**src/rtl/load_unit_pkg.sv**
```systemverilog
// ---------------------------------------------------------------------------
// load_unit_pkg
// Shared definitions for the load datapath stage:
//   - MIPS I-type load opcodes (lb, lh, lw, lbu, lhu)
//   - FSM state encoding
//   - default memory-ready timeout
//   - small decode helpers for opcode legality and address alignment
// ---------------------------------------------------------------------------
package load_unit_pkg;

  localparam logic [5:0] OP_LB  = 6'h20;
  localparam logic [5:0] OP_LH  = 6'h21;
  localparam logic [5:0] OP_LW  = 6'h23;
  localparam logic [5:0] OP_LBU = 6'h24;
  localparam logic [5:0] OP_LHU = 6'h25;

  localparam int DEFAULT_TIMEOUT = 16;

  typedef enum logic [2:0] {
    IDLE = 3'd0,
    ADDR = 3'd1,
    MEM  = 3'd2,
    WB   = 3'd3,
    ERR  = 3'd4
  } state_t;

  // True for the five supported load opcodes.
  function automatic logic is_load_op(input logic [5:0] op);
    logic v;
    v = (op == OP_LB) || (op == OP_LH) || (op == OP_LW) ||
        (op == OP_LBU) || (op == OP_LHU);
    return v;
  endfunction

  // Natural alignment: words on 4-byte, halves on 2-byte boundaries.
  function automatic logic is_misaligned(input logic [5:0] op, input logic [1:0] lane);
    logic v;
    v = 1'b0;
    case (op)
      OP_LW:         v = (lane != 2'b00);
      OP_LH, OP_LHU: v = lane[0];
      default:       v = 1'b0;
    endcase
    return v;
  endfunction

endpackage

```
**src/rtl/load_extend.sv**
```systemverilog
// ---------------------------------------------------------------------------
// load_extend
// Purely combinational lane select and extension of a little-endian memory
// word for the load opcodes.
// Ports:
//   i_word   [31:0]  word returned by memory
//   i_addr   [1:0]   low effective-address bits (byte lane / half lane)
//   i_opcode [5:0]   load opcode
//   o_data   [31:0]  extended register write data
// ---------------------------------------------------------------------------
module load_extend
  import load_unit_pkg::*;
(
  input  logic [31:0] i_word,
  input  logic [1:0]  i_addr,
  input  logic [5:0]  i_opcode,
  output logic [31:0] o_data
);

  logic [7:0]  w_byte;
  logic [15:0] w_half;

  always_comb begin
    w_byte = i_word[7:0];
    case (i_addr)
      2'd0:    w_byte = i_word[7:0];
      2'd1:    w_byte = i_word[15:8];
      2'd2:    w_byte = i_word[23:16];
      default: w_byte = i_word[31:24];
    endcase
  end

  assign w_half = i_addr[1] ? i_word[31:16] : i_word[15:0];

  always_comb begin
    o_data = i_word;
    case (i_opcode)
      OP_LB:   o_data = {{24{w_byte[7]}}, w_byte};
      OP_LBU:  o_data = {24'd0, w_byte};
      OP_LH:   o_data = {{16{w_half[15]}}, w_half};
      OP_LHU:  o_data = {16'd0, w_half};
      default: o_data = i_word;
    endcase
  end

endmodule

```
**src/rtl/load_unit.sv**
```systemverilog
// ---------------------------------------------------------------------------
// load_unit
// Multi-cycle load stage: decodes a MIPS I-type load, forms rs + sext(imm16),
// reads a word from data memory with a ready handshake, extracts/extends the
// addressed byte/half/word and issues a single-cycle register-file write.
//
// Ports:
//   clk          system clock, rising edge
//   reset        asynchronous active-low reset
//   start        request, sampled only in IDLE
//   instruction  load instruction ([31:26] opcode, [20:16] rt, [15:0] imm16)
//   Read_data1   rs value (base address)
//   mem_rdata    memory read word, valid with mem_ready
//   mem_ready    memory read-data-valid strobe
//   MemRead      memory read request, high for the whole MEM state
//   mem_addr     word-aligned read address
//   ALU_result   registered effective address
//   RegWrite     register-file write enable (one cycle)
//   Write_reg    destination register (rt)
//   Write_data   extended load data
//   busy         high whenever not IDLE
//   done         one-cycle completion pulse
//   error        one-cycle pulse with done on illegal/misaligned/timeout
//
// Flow: IDLE -> ADDR -> MEM -> WB -> IDLE, with ADDR or MEM diverting to ERR.
// With mem_ready on the first MEM cycle, done is high in the third cycle after
// the cycle in which start is presented.
// ---------------------------------------------------------------------------
module load_unit
  import load_unit_pkg::*;
#(
  parameter int TIMEOUT = DEFAULT_TIMEOUT,
  parameter int TO_W    = 5
) (
  input  logic        clk,
  input  logic        reset,
  input  logic        start,
  input  logic [31:0] instruction,
  input  logic [31:0] Read_data1,
  input  logic [31:0] mem_rdata,
  input  logic        mem_ready,
  output logic        MemRead,
  output logic [31:0] mem_addr,
  output logic [31:0] ALU_result,
  output logic        RegWrite,
  output logic [4:0]  Write_reg,
  output logic [31:0] Write_data,
  output logic        busy,
  output logic        done,
  output logic        error
);

  state_t            r_state;
  state_t            w_state_next;
  logic [5:0]        r_opcode;
  logic [4:0]        r_rt;
  logic [TO_W-1:0]   r_to_cnt;
  logic [31:0]       r_alu_result;
  logic [4:0]        r_write_reg;
  logic [31:0]       r_write_data;

  logic [31:0]       w_imm_sext;
  logic [31:0]       w_eff_addr;
  logic              w_fault;
  logic [TO_W-1:0]   w_to_cnt_inc;
  logic [31:0]       w_ext_data;
  logic              w_unused;

  // rs field arrives already resolved through Read_data1.
  assign w_unused = &{1'b0, instruction[25:21]};

  // Effective address; carry out of bit 31 is discarded.
  assign w_imm_sext = {{16{instruction[15]}}, instruction[15:0]};
  assign w_eff_addr = Read_data1 + w_imm_sext;

  assign w_fault      = !is_load_op(r_opcode) || is_misaligned(r_opcode, w_eff_addr[1:0]);
  assign w_to_cnt_inc = r_to_cnt + 1'b1;

  load_extend u_extend (
    .i_word   (mem_rdata),
    .i_addr   (r_alu_result[1:0]),
    .i_opcode (r_opcode),
    .o_data   (w_ext_data)
  );

  // State register
  always_ff @(posedge clk or negedge reset) begin
    if (!reset) begin
      r_state <= IDLE;
    end else begin
      r_state <= w_state_next;
    end
  end

  // Datapath registers
  always_ff @(posedge clk or negedge reset) begin
    if (!reset) begin
      r_opcode     <= '0;
      r_rt         <= '0;
      r_to_cnt     <= '0;
      r_alu_result <= '0;
      r_write_reg  <= '0;
      r_write_data <= '0;
    end else begin
      case (r_state)
        IDLE: begin
          if (start) begin
            r_opcode <= instruction[31:26];
            r_rt     <= instruction[20:16];
          end
        end
        ADDR: begin
          // Address is recorded even when the access faults.
          r_alu_result <= w_eff_addr;
          r_to_cnt     <= '0;
        end
        MEM: begin
          if (mem_ready) begin
            r_write_data <= w_ext_data;
            r_write_reg  <= r_rt;
          end else begin
            r_to_cnt <= w_to_cnt_inc;
          end
        end
        default: begin
        end
      endcase
    end
  end

  // Next state and state-decoded outputs
  always_comb begin
    w_state_next = r_state;
    MemRead      = 1'b0;
    RegWrite     = 1'b0;
    busy         = 1'b1;
    done         = 1'b0;
    error        = 1'b0;
    case (r_state)
      IDLE: begin
        busy = 1'b0;
        if (start) begin
          w_state_next = ADDR;
        end
      end
      ADDR: begin
        w_state_next = w_fault ? ERR : MEM;
      end
      MEM: begin
        MemRead = 1'b1;
        if (mem_ready) begin
          w_state_next = WB;
        end else if (w_to_cnt_inc == TO_W'(TIMEOUT)) begin
          // TIMEOUT MEM cycles have elapsed without ready.
          w_state_next = ERR;
        end
      end
      WB: begin
        done         = 1'b1;
        RegWrite     = (r_rt != 5'd0);
        w_state_next = IDLE;
      end
      ERR: begin
        done         = 1'b1;
        error        = 1'b1;
        w_state_next = IDLE;
      end
      default: begin
        w_state_next = IDLE;
      end
    endcase
  end

  assign mem_addr   = {r_alu_result[31:2], 2'b00};
  assign ALU_result = r_alu_result;
  assign Write_reg  = r_write_reg;
  assign Write_data = r_write_data;

endmodule

```
**config.mk**
```make
export PLATFORM = sky130hd
export DESIGN_NAME = load_unit
export DESIGN_NICKNAME = d
export VERILOG_FILES = /design/src/rtl/load_unit_pkg.sv /design/src/rtl/load_extend.sv /design/src/rtl/load_unit.sv
export SDC_FILE = /design/constraint.sdc
export NUM_CORES = 1
export LEC_CHECK = 0
export CORE_MARGIN = 2
export CORE_UTILIZATION = 40
export CTS_CLUSTER_DIAMETER = 150
export DETAILED_ROUTE_END_ITERATION = 7
export GPL_TIMING_DRIVEN = 0
export HOLD_SLACK_MARGIN = 0.15
export PLACE_DENSITY = 0.82
export SYNTH_ARGS = -nofsm -noshare
export SYNTH_HDL_FRONTEND = slang
export SYNTH_SLANG_ARGS = --single-unit
export TNS_END_PERCENT = 20
```
**constraint.sdc**
```tcl
create_clock -name clk -period 3.2 [get_ports clk]
set_input_delay 0.64 -clock clk [delete_from_list [all_inputs] [get_ports clk]]
set_output_delay 0.64 -clock clk [all_outputs]
set_load 0.02 [all_outputs]
```
# Word level (Yosys, flattened, before mapping)
# Cells that the tools add are included.
# classes
addsub	2
n_eq_ne	15
mux	16
reduce_logical	17
# op_table
operator	count
$pmux 32 s4	1
$add 32x32->32	1
$eq 6x6->1 const B	5
$pmux 8 s3	1
$mux 16	1
$mux 3	4
$pmux 5 s2	1
$pmux 3 s3	1
$reduce_and 2->1	4
$eq 3x2->1 const B	2
$add 5x1->5 const B	1
$eq 5x5->1 const B	1
$logic_or 1x1->1	5
$mux 1	5
$mux 5	1
$reduce_bool 5->1	1
$ne 2x2->1 const B	2
$reduce_bool 2->1	2
$reduce_or 2->1	2
$eq 3x1->1 const B	1
$eq 3x3->1 const B	1
$logic_not 3->1	1
$ne 3x3->1 const B	1
$eq 2x1->1 const B	1
4 further kinds	4
# totals
register_bits	88
in_bits	100
out_inout_bits	106
wordCells	57

# Logic depth before layout (Yosys ltp)
# Gate-level depths: netlist (run 1).
# depth
word_depth	9
ltp_mapped	10
ltp_nobuf	10

# Hierarchy
# Synthesis (run 1) repeated with hierarchy kept, for this count alone.
# hier_totals
hier_cells	646
hier_area_um2	6200.9
# by_module_without_submodules
module	instances	cells_per_inst	area_per_inst_um2	seq_area_each_um2
load_unit	1	533	5318.9	2202.1
load_extend	1	113	882.1	0.0

# Least setup slack after synthesis (run 1)
# No wires, ideal clock.
# synth_path
kind	input -> register
startpoint	input instruction[0]
endpoint	register r_alu_result[30] (netlist: ALU_result[30])
setup_time_ns	0.131
arrival_time_ns	2.576
required_ns	3.069
setup_slack_ns	0.492
stages	10
path_buffers	0
cell_sequence	ha_1 > fa_1 > a21oi_1 > o22ai_1 > o21a_2 > a31oi_4 > o31ai_4 > a311oi_2 > xor2_1 > o21ai_1
# synth_via
elab_chain_cells	1
# synth_rtl
item	line_no	rtl
start: declaration	load_unit.sv:38	input logic [31:0] instruction,
$add 32x32->32	load_unit.sv:74	assign w_eff_addr = Read_data1 + w_imm_sext;
end signal: assignment	load_unit.sv:114	r_alu_result <= w_eff_addr;
end: declaration	load_unit.sv:58	logic [31:0] r_alu_result;
# Every way passes these cells.
# A chain may end at the register's enable or synchronous reset.

# Final worst setup path (run 1)
# Ends and elaborated chain as after synthesis.

==> metrics.cfg, run 1 <==
[setup_path]
rr_startpoint = r_opcode[3]
crit_type = input pin to register
worstPathArrival_ns = 3.21
path_max_fanout = 3
crit_buf_inv = 1
crit_path_start_kind = input pin
worstPathRequired_ns = 3.40
critPathCaptureType = register
crit_start = instruction[0]
max_stage_delay_ns = 0.43
crit_slowest_cell = fa_1
cp_top_family = compound AO/OA/AOI/OAI gates
worstPathCellList = clkdlybuf4s50_1, ha_1, fa_1, a21oi_2, o22ai_1, o21a_2, a31oi_4, o31ai_4, a311oi_2, xor2_1, o21ai_1

[routing]
drt_pass1_iterations = 5
wl_um = 17250
drt_iter0_drc = 465
drc = 0
wire_per_inst_um = 15.87
via_per_inst = 5.390
vias = 5859
ant_nets = 0

[layout]
n_fill_cell = 1288
postLayoutCoreUtil_pct = 58.30
fin_area_sq_um = 8441
nNetsFinal = 1032
instances_no_fill = 1087
area_delta_synth_final_pct = 42.80
drive_gt1_share_pct = 9.967
diodes = 0

[clock_network]
cts-root-buf = clkbuf_16
cts-buffers-inserted = 9
insertion_delay_ns = 0.33
hold_buffers = 0
cts-htree-levels = 3
cts_tree = done
clock_path_buffers = 2
clock-sinks = 88
clk_pin_slew_ns = 0.07

[die]
die_x_um = 125.6
row_count = 44
start_util_pct = 40.82
dieArea_sq_um = 15770
fp.dieH_um = 125.6
core-area_sq_um = 14480
io_pins = 206

[yosys]
synth_flop_cell = dfrtp_1
yosys_warnings = 0
yosysMostFrequentCell = nand2_1
synth_edf_count = 0
synthArstFlopShare_pct = 100.0
ys_top_cells_by_count = 128 x nand2_1, 88 x dfrtp_1, 68 x o21ai_0, 57 x a21oi_1, 46 x nor2_1
yosysUniqueCellTypes = 64
yosys-top-cells-area = dfrtp_1 37%, nand2_1 8.1%, ha_1 6.8%, o21ai_0 5.8%, a21oi_1 4.8%
synth_top_area_cell = dfrtp_1
synth_cells = 687
yosysTopAreaCellShare_pct = 37.26
synth_area_sq_um = 5911
ys_ff_latch = 88
ys_seq_area_share_pct = 37.26
avgSynthCellArea_sq_um = 8.604

[power_and_ir_drop]
p_int_uw = 4278
power_switching_uw = 3092
ir_drop_mv = 0.3986
swShare_pct = 41.95
fin_total_pwr_uw = 7370
clock_power_share_pct = 13.1
combinationalPowerShare_pct = 59.0
pwr-share-seq_pct = 27.9
power_leakage_uw = 0.003618
p_per_area_nw_per_um2 = 873.2

[sta]
period_minus_slack_ns = 3.008
tightestPinTransition_ns = 0.6602
rsz0062_at_grt = false
setup_violations = 0
max_slew_margin_pct = 55.99
fin_skew_ns = 0.007682
fin_crit_sh_pct = 93.99
final_hold_viol_count = 0
timing.fmax_ghz = 0.3325
slew_viol_final = 0

[place]
place_inst = 1071
dpl_cell_area_sq_um = 8152
routabilityCongestion = 0.9097
place_hpwl_um = 13570
port-buffer-count = 198

[global_route]
grt_usage_pct = 21.10
grt_pass1_wl_um = 27140
antenna_found_initial = 0
gr-total-overflow = 0
grt_pass1_vias = 5422
grt_max_degree = 53

[outcome]
status = complete, no violations

[flow_run]
maxCapViolCount = 0

[hold_path]
hold_path.class = input pin to async pin

logic make-up after synthesis:
| family | Yosys count | share of synthesized area (%) |
|---|---|---|
| AOI/OAI and AO/OA | 200 | 21.53 |
| xor gates and xnor gates | 28 | 4.149 |
| adders and majority gates | 33 | 7.113 |
| buffers and inverters | 84 | 7.472 |
| DFF | 88 | 37.26 |
| muxes | 21 | 5.483 |
| other | 1 | 0.06344 |
| and+or+nand+nor | 232 | 16.94 |
metrics by stage:
step / setup WS [ns] / TNS (ns) / hold WS [ns]
finish: 0.1924 / 0 / 0.2611
global route: 0.02258 / 0 / 0.3026
CTS: 0.08057 / 0 / 0.2812
detailed placement: -0.4467 / -3.918 / 0.4632
global placement: -1.708 / -153.38 / 0.4534
floorplan: 0.4925 / 0 / 0.3444
area by class of cell:
| class | instances | area [sq um] | area share, % |
|---|---|---|---|
| plain buffers | 64 | 366.6 | 4.343 |
| inverters | 20 | 75.07 | 0.8894 |
| clock buffers | 10 | 239.0 | 2.831 |
| multi-input cells | 516 | 3284 | 38.91 |
| repair buffers | 200 | 2009 | 23.81 |
| flip-flops and latches | 88 | 2202 | 26.09 |
| well taps | 184 | 230.2 | 2.728 |
| clock inverters | 5 | 33.78 | 0.4002 |
power groups by stage:
| stage | clock, uW | combinational [uW] | sequential, uW |
|---|---|---|---|
| after floorplan | 0 | 2000 | 2500 |
| after global placement | 0 | 4290 | 2060 |
| after detailed placement | 0 | 4360 | 2080 |
| after CTS | 983 | 4370 | 2060 |
| after global routing | 1030 | 4690 | 2130 |
| final | 967 | 4350 | 2050 |
placed cells by master (no fill, tap or decap), types with 4 or more instances in the layout:
cell type	count
clkbuf_1	22
o21bai_1	7
nor3_1	5
o21ai_0	67
inv_1	20
buf_4	34
dfrtp_1	88
nand3_1	20
a221oi_1	8
a31oi_1	6
buf_1	5
nor2_1	46
xnor2_1	18
mux4_2	8
clkdlybuf4s50_1	196
buf_2	4
clkbuf_16	9
o21a_1	4
a21o_1	7
ha_1	32
and3_1	5
o221ai_1	10
nand2_1	128
mux2_2	11
xor2_1	10
nand4_1	7
a21oi_1	56
path summary, 6_finish.rpt:
kind | end | slack, ns | depth (start not counted)
min in group clk | Write_reg[0] | 0.48 | 2
min reg2reg | Write_reg[0] | 0.48 | 2
max | ALU_result[30] | 0.19 | 11
min | Write_reg[3] | 0.26 | 1
max in group asynchronous | ALU_result[15] | 2.31 | 2
max reg2reg | Write_data[14] | 0.77 | 7
layer usage:
layer	vias to the layer above	GRT usage (%)	wire [um]
met4	0	6.144	376
met3	39	3.637	1297
li1	2849	-	-
met5	-	0	0
met2	272	36.12	8490
met1	2699	27.45	7086
repair_timing:
| action | 4_1_cts | 5_1_grt |
|---|---|---|
| pin swaps | 0 | 1 |
| cloned | 0 | 0 |
| setup endpoints to repair | 6 | 6 |
| setup buffers | 0 | 1 |
| resized for setup | 1 | 6 |
worst reg2reg max path: stages (launching register included):
cell	delay [ns]
dfrtp_1	0.37
or3b_1	0.45
or2_0	0.22
buf_1	0.20
buf_2	0.24
clkbuf_1	0.26
a221oi_1	0.41
o21ai_0	0.13
Power figures use the tool's default switching activity.
==> run 2, diff against run 1 <==
--- a/config.mk
+++ b/config.mk
@@ -5,7 +5,7 @@
 export SDC_FILE = /design/constraint.sdc
 export NUM_CORES = 1
 export LEC_CHECK = 0
-export CORE_MARGIN = 2
+export CORE_MARGIN = 4
 export CORE_UTILIZATION = 40
 export CTS_CLUSTER_DIAMETER = 150
 export DETAILED_ROUTE_END_ITERATION = 7
==> run 2 against run 1 <==
Effect of this change:
- first-iteration DRC count shrank 13%
- critical endpoint unchanged
- count of clock-buffer cells in the layout fell by 1
- fmax decreased by 2.0%
- wire length grew 4.6%
==> metrics.cfg, run 2 (synthesis gave the netlist of run 1 again) <==
[layout]
area_delta_synth_final_pct = 42.87  ; was 42.80%
drive_gt1_share_pct = 9.856  ; was 9.967%
mostFrequentLayoutCells = 196 x clkdlybuf4s50_1, 128 x nand2_1, 88 x dfrtp_1  ; unchanged
nNetsFinal = 1031  ; was 1032
diodes = 0  ; unchanged
fin_area_sq_um = 8444  ; was 8441 sq um
postLayoutCoreUtil_pct = 58.32  ; was 58.30%
final_common_cell = clkdlybuf4s50_1  ; unchanged

[clock_network]
postCtsSetupBuffers = 0  ; unchanged
clk_pin_slew_ns = 0.07  ; about the same
cts_tree = done  ; unchanged
cts-buffers-inserted = 9  ; unchanged
clock-sinks = 88  ; unchanged
cts-htree-levels = 3  ; unchanged
clock_path_buffers = 2  ; unchanged
cts-root-buf = clkbuf_16  ; unchanged
insertion_delay_ns = 0.35  ; was 0.33 ns

[sta]
rsz0062_at_grt = false  ; unchanged
final_hold_viol_count = 0  ; unchanged
fin_crit_sh_pct = 95.94  ; was 93.99%
slew_viol_final = 0  ; unchanged
setup_violations = 0  ; unchanged
tightestPinTransition_ns = 0.6501  ; was 0.6602 ns
fin_skew_ns = 0.006332  ; was 0.007682 ns
period_minus_slack_ns = 3.070  ; was 3.008 ns
max_slew_margin_pct = 56.66  ; was 55.99%
fin_setup_tns_ns = 0  ; unchanged
timing.fmax_ghz = 0.3257  ; was 0.3325 GHz

[routing]
wire_per_inst_um = 16.59  ; was 15.87 um
vias = 5904  ; was 5859
via_per_inst = 5.431  ; was 5.390
wl_um = 18040  ; was 17250 um
drt_iter0_drc = 404  ; was 465
ant_nets = 0  ; unchanged
drc = 0  ; unchanged
drt_pass1_iterations = 5  ; unchanged

[die]
dieArea_sq_um = 16790  ; was 15770 sq um
io_pins = 206  ; unchanged
start_util_pct = 40.82  ; unchanged
die_x_um = 129.6  ; was 125.6 um
core-area_sq_um = 14480  ; unchanged
fp.dieH_um = 129.6  ; was 125.6 um
row_count = 44  ; unchanged

[global_route]
grt_usage_pct = 21.04  ; was 21.10%
grt_pass1_vias = 5806  ; was 5422
grt_pass1_wl_um = 28280  ; was 27140 um
grt_use_met2_pct = 36.31  ; was 36.12%
antenna_found_initial = 0  ; unchanged
gr-total-overflow = 0  ; unchanged
busiest_layer = met2  ; unchanged
grt_max_degree = 53  ; unchanged
grt_use_met1_pct = 26.50  ; was 27.45%
grt_use_met3_pct = 3.050  ; was 3.637%

[setup_path]
crit_path_start_kind = input pin  ; unchanged
reg2reg_depth = 7  ; unchanged
rr_startpoint = r_opcode[3]  ; unchanged
worstPathRequired_ns = 3.41  ; was 3.40 ns
worstPathArrival_ns = 3.28  ; was 3.21 ns
path_max_fanout = 3  ; unchanged
crit_type = input pin to register  ; unchanged
critPathCaptureType = register  ; unchanged
crit_start = instruction[0]  ; unchanged

[power_and_ir_drop]
p_per_area_nw_per_um2 = 884.8  ; was 873.2 nW/um^2
fin_total_pwr_uw = 7471  ; was 7370 uW
power_leakage_uw = 0.003619  ; was 0.003618 uW
ir_drop_mv = 0.3945  ; was 0.3986 mV

[place]
dpl_cell_area_sq_um = 8152  ; unchanged
place_hpwl_um = 14140  ; was 13570 um
port-buffer-count = 198  ; unchanged
routabilityCongestion = 0.8961  ; was 0.9097

[outcome]
status = complete, no violations  ; unchanged

[hold_path]
hold_path.class = input pin to async pin  ; unchanged

[flow_run]
maxCapViolCount = 0  ; unchanged

run 2: power breakdown:
group          switching (uW)  internal [uW]  total, uW
combinational            2290           2090       4380
clock                     505            545       1050
sequential                393           1640       2040
total                    3190           4280       7470
run 2: worst max-delay path, cell delays in order:
cell             delay, ns
clkdlybuf4s50_1       0.40
ha_1                  0.24
fa_1                  0.44
a21oi_2               0.19
o22ai_1               0.16
o21a_2                0.28
a31oi_4               0.27
o31ai_4               0.13
a311oi_2              0.26
xor2_1                0.18
o21ai_1               0.08
run 2: metrics by stage:
step	hold WS, ns	setup slack [ns]	instances
6_report	0.2598	0.1298	1087
4_1_cts	0.2597	0.06438	1087
2_1_floorplan	0.3444	0.4925	688
3_5_place_dp	0.4712	-0.5030	1071
5_1_grt	0.2873	0.02364	1087
3_3_place_gp	0.4543	-1.825	1070
run 2: cell type report:
| cell class | count | area [sq um] |
|---|---|---|
| Timing Repair Buffer | 199 | 2002 |
| Multi-Input combinational cell | 516 | 3281 |
| Inverter | 20 | 75.07 |
| Sequential cell | 88 | 2202 |
| Clock inverter | 7 | 62.56 |
| Tap cell | 184 | 230.2 |
| Fill cell | 1279 | 6035 |
| Clock buffer | 9 | 225.2 |
| Buffer | 64 | 366.6 |
run 2: path summary, 6_finish.rpt:
check                                  to  slack, ns
max in group asynchronous  ALU_result[10]       2.31
min in group clk               r_state[1]       0.48
max                        ALU_result[30]       0.13
min reg2reg                    r_state[1]       0.48
max reg2reg                Write_data[15]       0.82
min                          Write_reg[0]       0.26
run 2: timing repair:
item                                    CTS  global route
gates resized for setup                   1             4
hold endpoints to repair                  0             0
endpoints found under the setup margin    6             5
hold buffers                              0             0
run 2: layer usage:
metal,vias up,routed length [um]
li1,2850,-
met1,2731,7551
met2,280,8648
met3,43,1295
met4,0,540
met5,-,0
==> run 3, diff against run 2 <==
--- a/config.mk
+++ b/config.mk
@@ -5,13 +5,14 @@
 export SDC_FILE = /design/constraint.sdc
 export NUM_CORES = 1
 export LEC_CHECK = 0
+export ABC_AREA = 1
 export CORE_MARGIN = 4
 export CORE_UTILIZATION = 40
 export CTS_CLUSTER_DIAMETER = 150
 export DETAILED_ROUTE_END_ITERATION = 7
 export GPL_TIMING_DRIVEN = 0
 export HOLD_SLACK_MARGIN = 0.15
-export PLACE_DENSITY = 0.82
+export PLACE_DENSITY = 0.8
 export SYNTH_ARGS = -nofsm -noshare
 export SYNTH_HDL_FRONTEND = slang
 export SYNTH_SLANG_ARGS = --single-unit
==> run 3 against run 2 <==
Effect of this change:
- worst setup slack improved by 0.22 ns
- sequential power is essentially flat
- non-clock buffer count fell by 9
- count of clock-buffer cells in the layout unchanged
- flip-flop and latch count did not move
- hold slack gained 0.020 ns
- final area up 11%
- synthesized area is 14% higher
- synthesized cell count increased by 48%
- fmax increased by 7.7%
- largest power group unchanged
==> metrics.cfg, run 3 <==
[outcome]
status = complete, no violations  ; unchanged

[setup_path]
path_max_fanout = 17  ; was 3
crit_path_start_kind = input pin  ; unchanged
worstPathArrival_ns = 3.09  ; was 3.28 ns
crit_type = input pin to register  ; unchanged
critPathCaptureType = register  ; unchanged
worstPathRequired_ns = 3.43  ; was 3.41 ns

[layout]
area_delta_synth_final_pct = 38.23  ; was 42.87%
nNetsFinal = 1359  ; was 1031
fin_area_sq_um = 9346  ; was 8444 sq um
postLayoutCoreUtil_pct = 56.36  ; was 58.32%
diodes = 0  ; unchanged
final_common_cell = nand2_1  ; was clkdlybuf4s50_1
mostFrequentLayoutCells = 380 x nand2_1, 197 x clkdlybuf4s50_1, 140 x inv_1  ; was 196 x clkdlybuf4s50_1, 128 x nand2_1, 88 x dfrtp_1
drive_gt1_share_pct = 8.286  ; was 9.856%

[power_and_ir_drop]
p_per_area_nw_per_um2 = 829.8  ; was 884.8 nW/um^2
combinationalPowerShare_pct = 59.9  ; was 58.7%
swShare_pct = 44.24  ; was 42.72%
p_int_uw = 4325  ; was 4279 uW
power_switching_uw = 3431  ; was 3192 uW
ir_drop_mv = 0.3979  ; was 0.3945 mV
power_leakage_uw = 0.004759  ; was 0.003619 uW
pwr-share-seq_pct = 26.5  ; was 27.3%
clock_power_share_pct = 13.6  ; was 14.1%

[place]
dpl_cell_area_sq_um = 9047  ; was 8152 sq um
port-buffer-count = 198  ; unchanged
place_hpwl_um = 16560  ; was 14140 um
routabilityCongestion = 0.9494  ; was 0.8961

[routing]
ant_nets = 0  ; unchanged
drt_iter0_drc = 518  ; was 404
wire_per_inst_um = 13.96  ; was 16.59 um
drt_pass1_iterations = 5  ; unchanged
wl_um = 20260  ; was 18040 um
via_per_inst = 4.941  ; was 5.431
vias = 7170  ; was 5904
drc = 0  ; unchanged

[sta]
setup_violations = 0  ; unchanged
fin_skew_ns = 0.01186  ; was 0.006332 ns
slew_viol_final = 0  ; unchanged
timing.fmax_ghz = 0.3508  ; was 0.3257 GHz
rsz0062_at_grt = false  ; unchanged
fin_crit_sh_pct = 89.09  ; was 95.94%
tightestPinTransition_ns = 0.6826  ; was 0.6501 ns
hold_slack_ns = 0.2798  ; was 0.2598 ns
max_slew_margin_pct = 54.35  ; was 56.66%
final_hold_viol_count = 0  ; unchanged
period_minus_slack_ns = 2.851  ; was 3.070 ns

[yosys]
ys_seq_area_share_pct = 32.57  ; was 37.26%
yosys_warnings = 0  ; unchanged
synth_top_area_cell = dfrtp_1  ; unchanged
ys_top_cells_by_count = 380 x nand2_1, 140 x inv_1, 88 x dfrtp_1, 68 x nor2_1, 47 x nand3_1  ; was 128 x nand2_1, 88 x dfrtp_1, 68 x o21ai_0, 57 x a21oi_1, 46 x nor2_1
avgSynthCellArea_sq_um = 6.662  ; was 8.604 sq um
synth_area_sq_um = 6761  ; was 5911 sq um
synthArstFlopShare_pct = 100.0  ; unchanged
ys_ff_latch = 88  ; unchanged
synth_edf_count = 0  ; unchanged
yosysUniqueCellTypes = 42  ; was 64
yosysMostFrequentCell = nand2_1  ; unchanged
yosysTopAreaCellShare_pct = 32.57  ; was 37.26%
yosys-top-cells-area = dfrtp_1 33%, nand2_1 21%, inv_1 7.8%, ha_1 5.9%, buf_4 4.0%  ; was dfrtp_1 37%, nand2_1 8.1%, ha_1 6.8%, o21ai_0 5.8%, a21oi_1 4.8%
synth_cells = 1015  ; was 687
synth_flop_cell = dfrtp_1  ; unchanged

[flow_run]
maxCapViolCount = 0  ; unchanged

[die]
core-area_sq_um = 16580  ; was 14480 sq um
dieArea_sq_um = 19050  ; was 16790 sq um
die_x_um = 138.0  ; was 129.6 um
io_pins = 206  ; unchanged
fp.dieH_um = 138.0  ; was 129.6 um
row_count = 47  ; was 44
start_util_pct = 40.77  ; was 40.82%

[clock_network]
clock_path_buffers = 2  ; unchanged
cts_resized = 0  ; was 1
insertion_delay_ns = 0.35  ; about the same
hold_buffers = 0  ; unchanged
clk_pin_slew_ns = 0.07  ; about the same
clock-sinks = 88  ; unchanged
postCtsSetupBuffers = 0  ; unchanged
cts-root-buf = clkbuf_16  ; unchanged
cts_tree = done  ; unchanged
cts-htree-levels = 3  ; unchanged
cts-buffers-inserted = 9  ; unchanged

[global_route]
grt_usage_pct = 20.78  ; was 21.04%
antenna_found_initial = 0  ; unchanged
grt_max_degree = 48  ; was 53
gr-total-overflow = 0  ; unchanged
grt_pass1_wl_um = 32890  ; was 28280 um
grt_pass1_vias = 6737  ; was 5806

[hold_path]
hold_path.class = input pin to async pin  ; unchanged

-- run 3: cell types whose count changed after synthesis, moves of 16 or more --
| cell | delta |
|---|---|
| o21ai_0 | -27 |
| nand2_1 | +252 |
| nand3_1 | +27 |
| a21oi_1 | -16 |
| o211ai_1 | +20 |
| nor2_1 | +22 |
| inv_1 | +120 |
-- run 3: kinds of logic after synthesis --
| family | after synthesis | synth area share, % |
|---|---|---|
| multiplexers | 1 | 0.1665 |
| adder cells (fa/ha/maj) | 33 | 6.218 |
| flip-flops | 88 | 32.57 |
| AND/OR/NAND/NOR | 519 | 31.27 |
| XOR/XNOR | 17 | 2.202 |
| buffers and inverters | 210 | 14.16 |
| AO/OA/AOI/OAI | 146 | 13.36 |
| other | 1 | 0.05546 |
-- run 3: stage by stage --
stage / setup WS [ns] / cells / total power, uW / setup TNS [ns]
2_1_floorplan: 1.066 / 1016 / 4711 / 0
3_3_place_gp: -1.805 / 1434 / 6652 / -158.10
3_5_place_dp: 0.03287 / 1435 / 6754 / 0
4_1_cts: 0.3979 / 1451 / 7825 / 0
5_1_grt: 0.1064 / 1451 / 8276 / 0
6_report: 0.3490 / 1451 / 7756 / 0
-- run 3: metal layers --
layer	track usage, %	wire, um
met1	25.46	8326
met5	0	0
met2	36.74	10040
met4	6.812	452
met3	4.075	1442
-- run 3: power groups by stage --
stage / combinational, uW / sequential, uW / clock (uW)
floorplan: 2200 / 2510 / 0
CTS: 4680 / 2070 / 1080
global placement: 4580 / 2070 / 0
detailed placement: 4670 / 2080 / 0
global route: 5030 / 2130 / 1120
finish: 4640 / 2060 / 1060
-- run 3: worst paths after layout --
kind,end,cells after the start,slack (ns),startpoint
hold reg to reg,Write_reg[1],2,0.50,Write_reg[1]
max in group asynchronous,ALU_result[19],2,2.27,reset
setup / recovery,ALU_result[24],11,0.35,instruction[15]
min in group clk,Write_reg[1],2,0.50,Write_reg[1]
hold / removal,r_opcode[1],1,0.28,reset
setup reg to reg,ALU_result[26],6,1.45,r_state[2]
-- run 3: worst max-delay path, cell delays in order --
cell and delay [ns]:
clkdlybuf4s50_1 0.77, ha_1 0.58, nand2_1 0.12, nor2_1 0.25, inv_1 0.07, o21bai_1 0.26
nand2_1 0.13, nand3_1 0.09, nand2_1 0.05, nand3_1 0.06, nand2_1 0.05
-- run 3: final cells by class --
cell class,instances,area [sq um]
multi-input combinational,718,3606
buffer,55,375.4
timing repair buffer,199,2007
fill,1615,7237
clock inverter,7,73.82
inverter,155,581.8
clock buffer,9,225.2
sequential,88,2202
tap,220,275.3
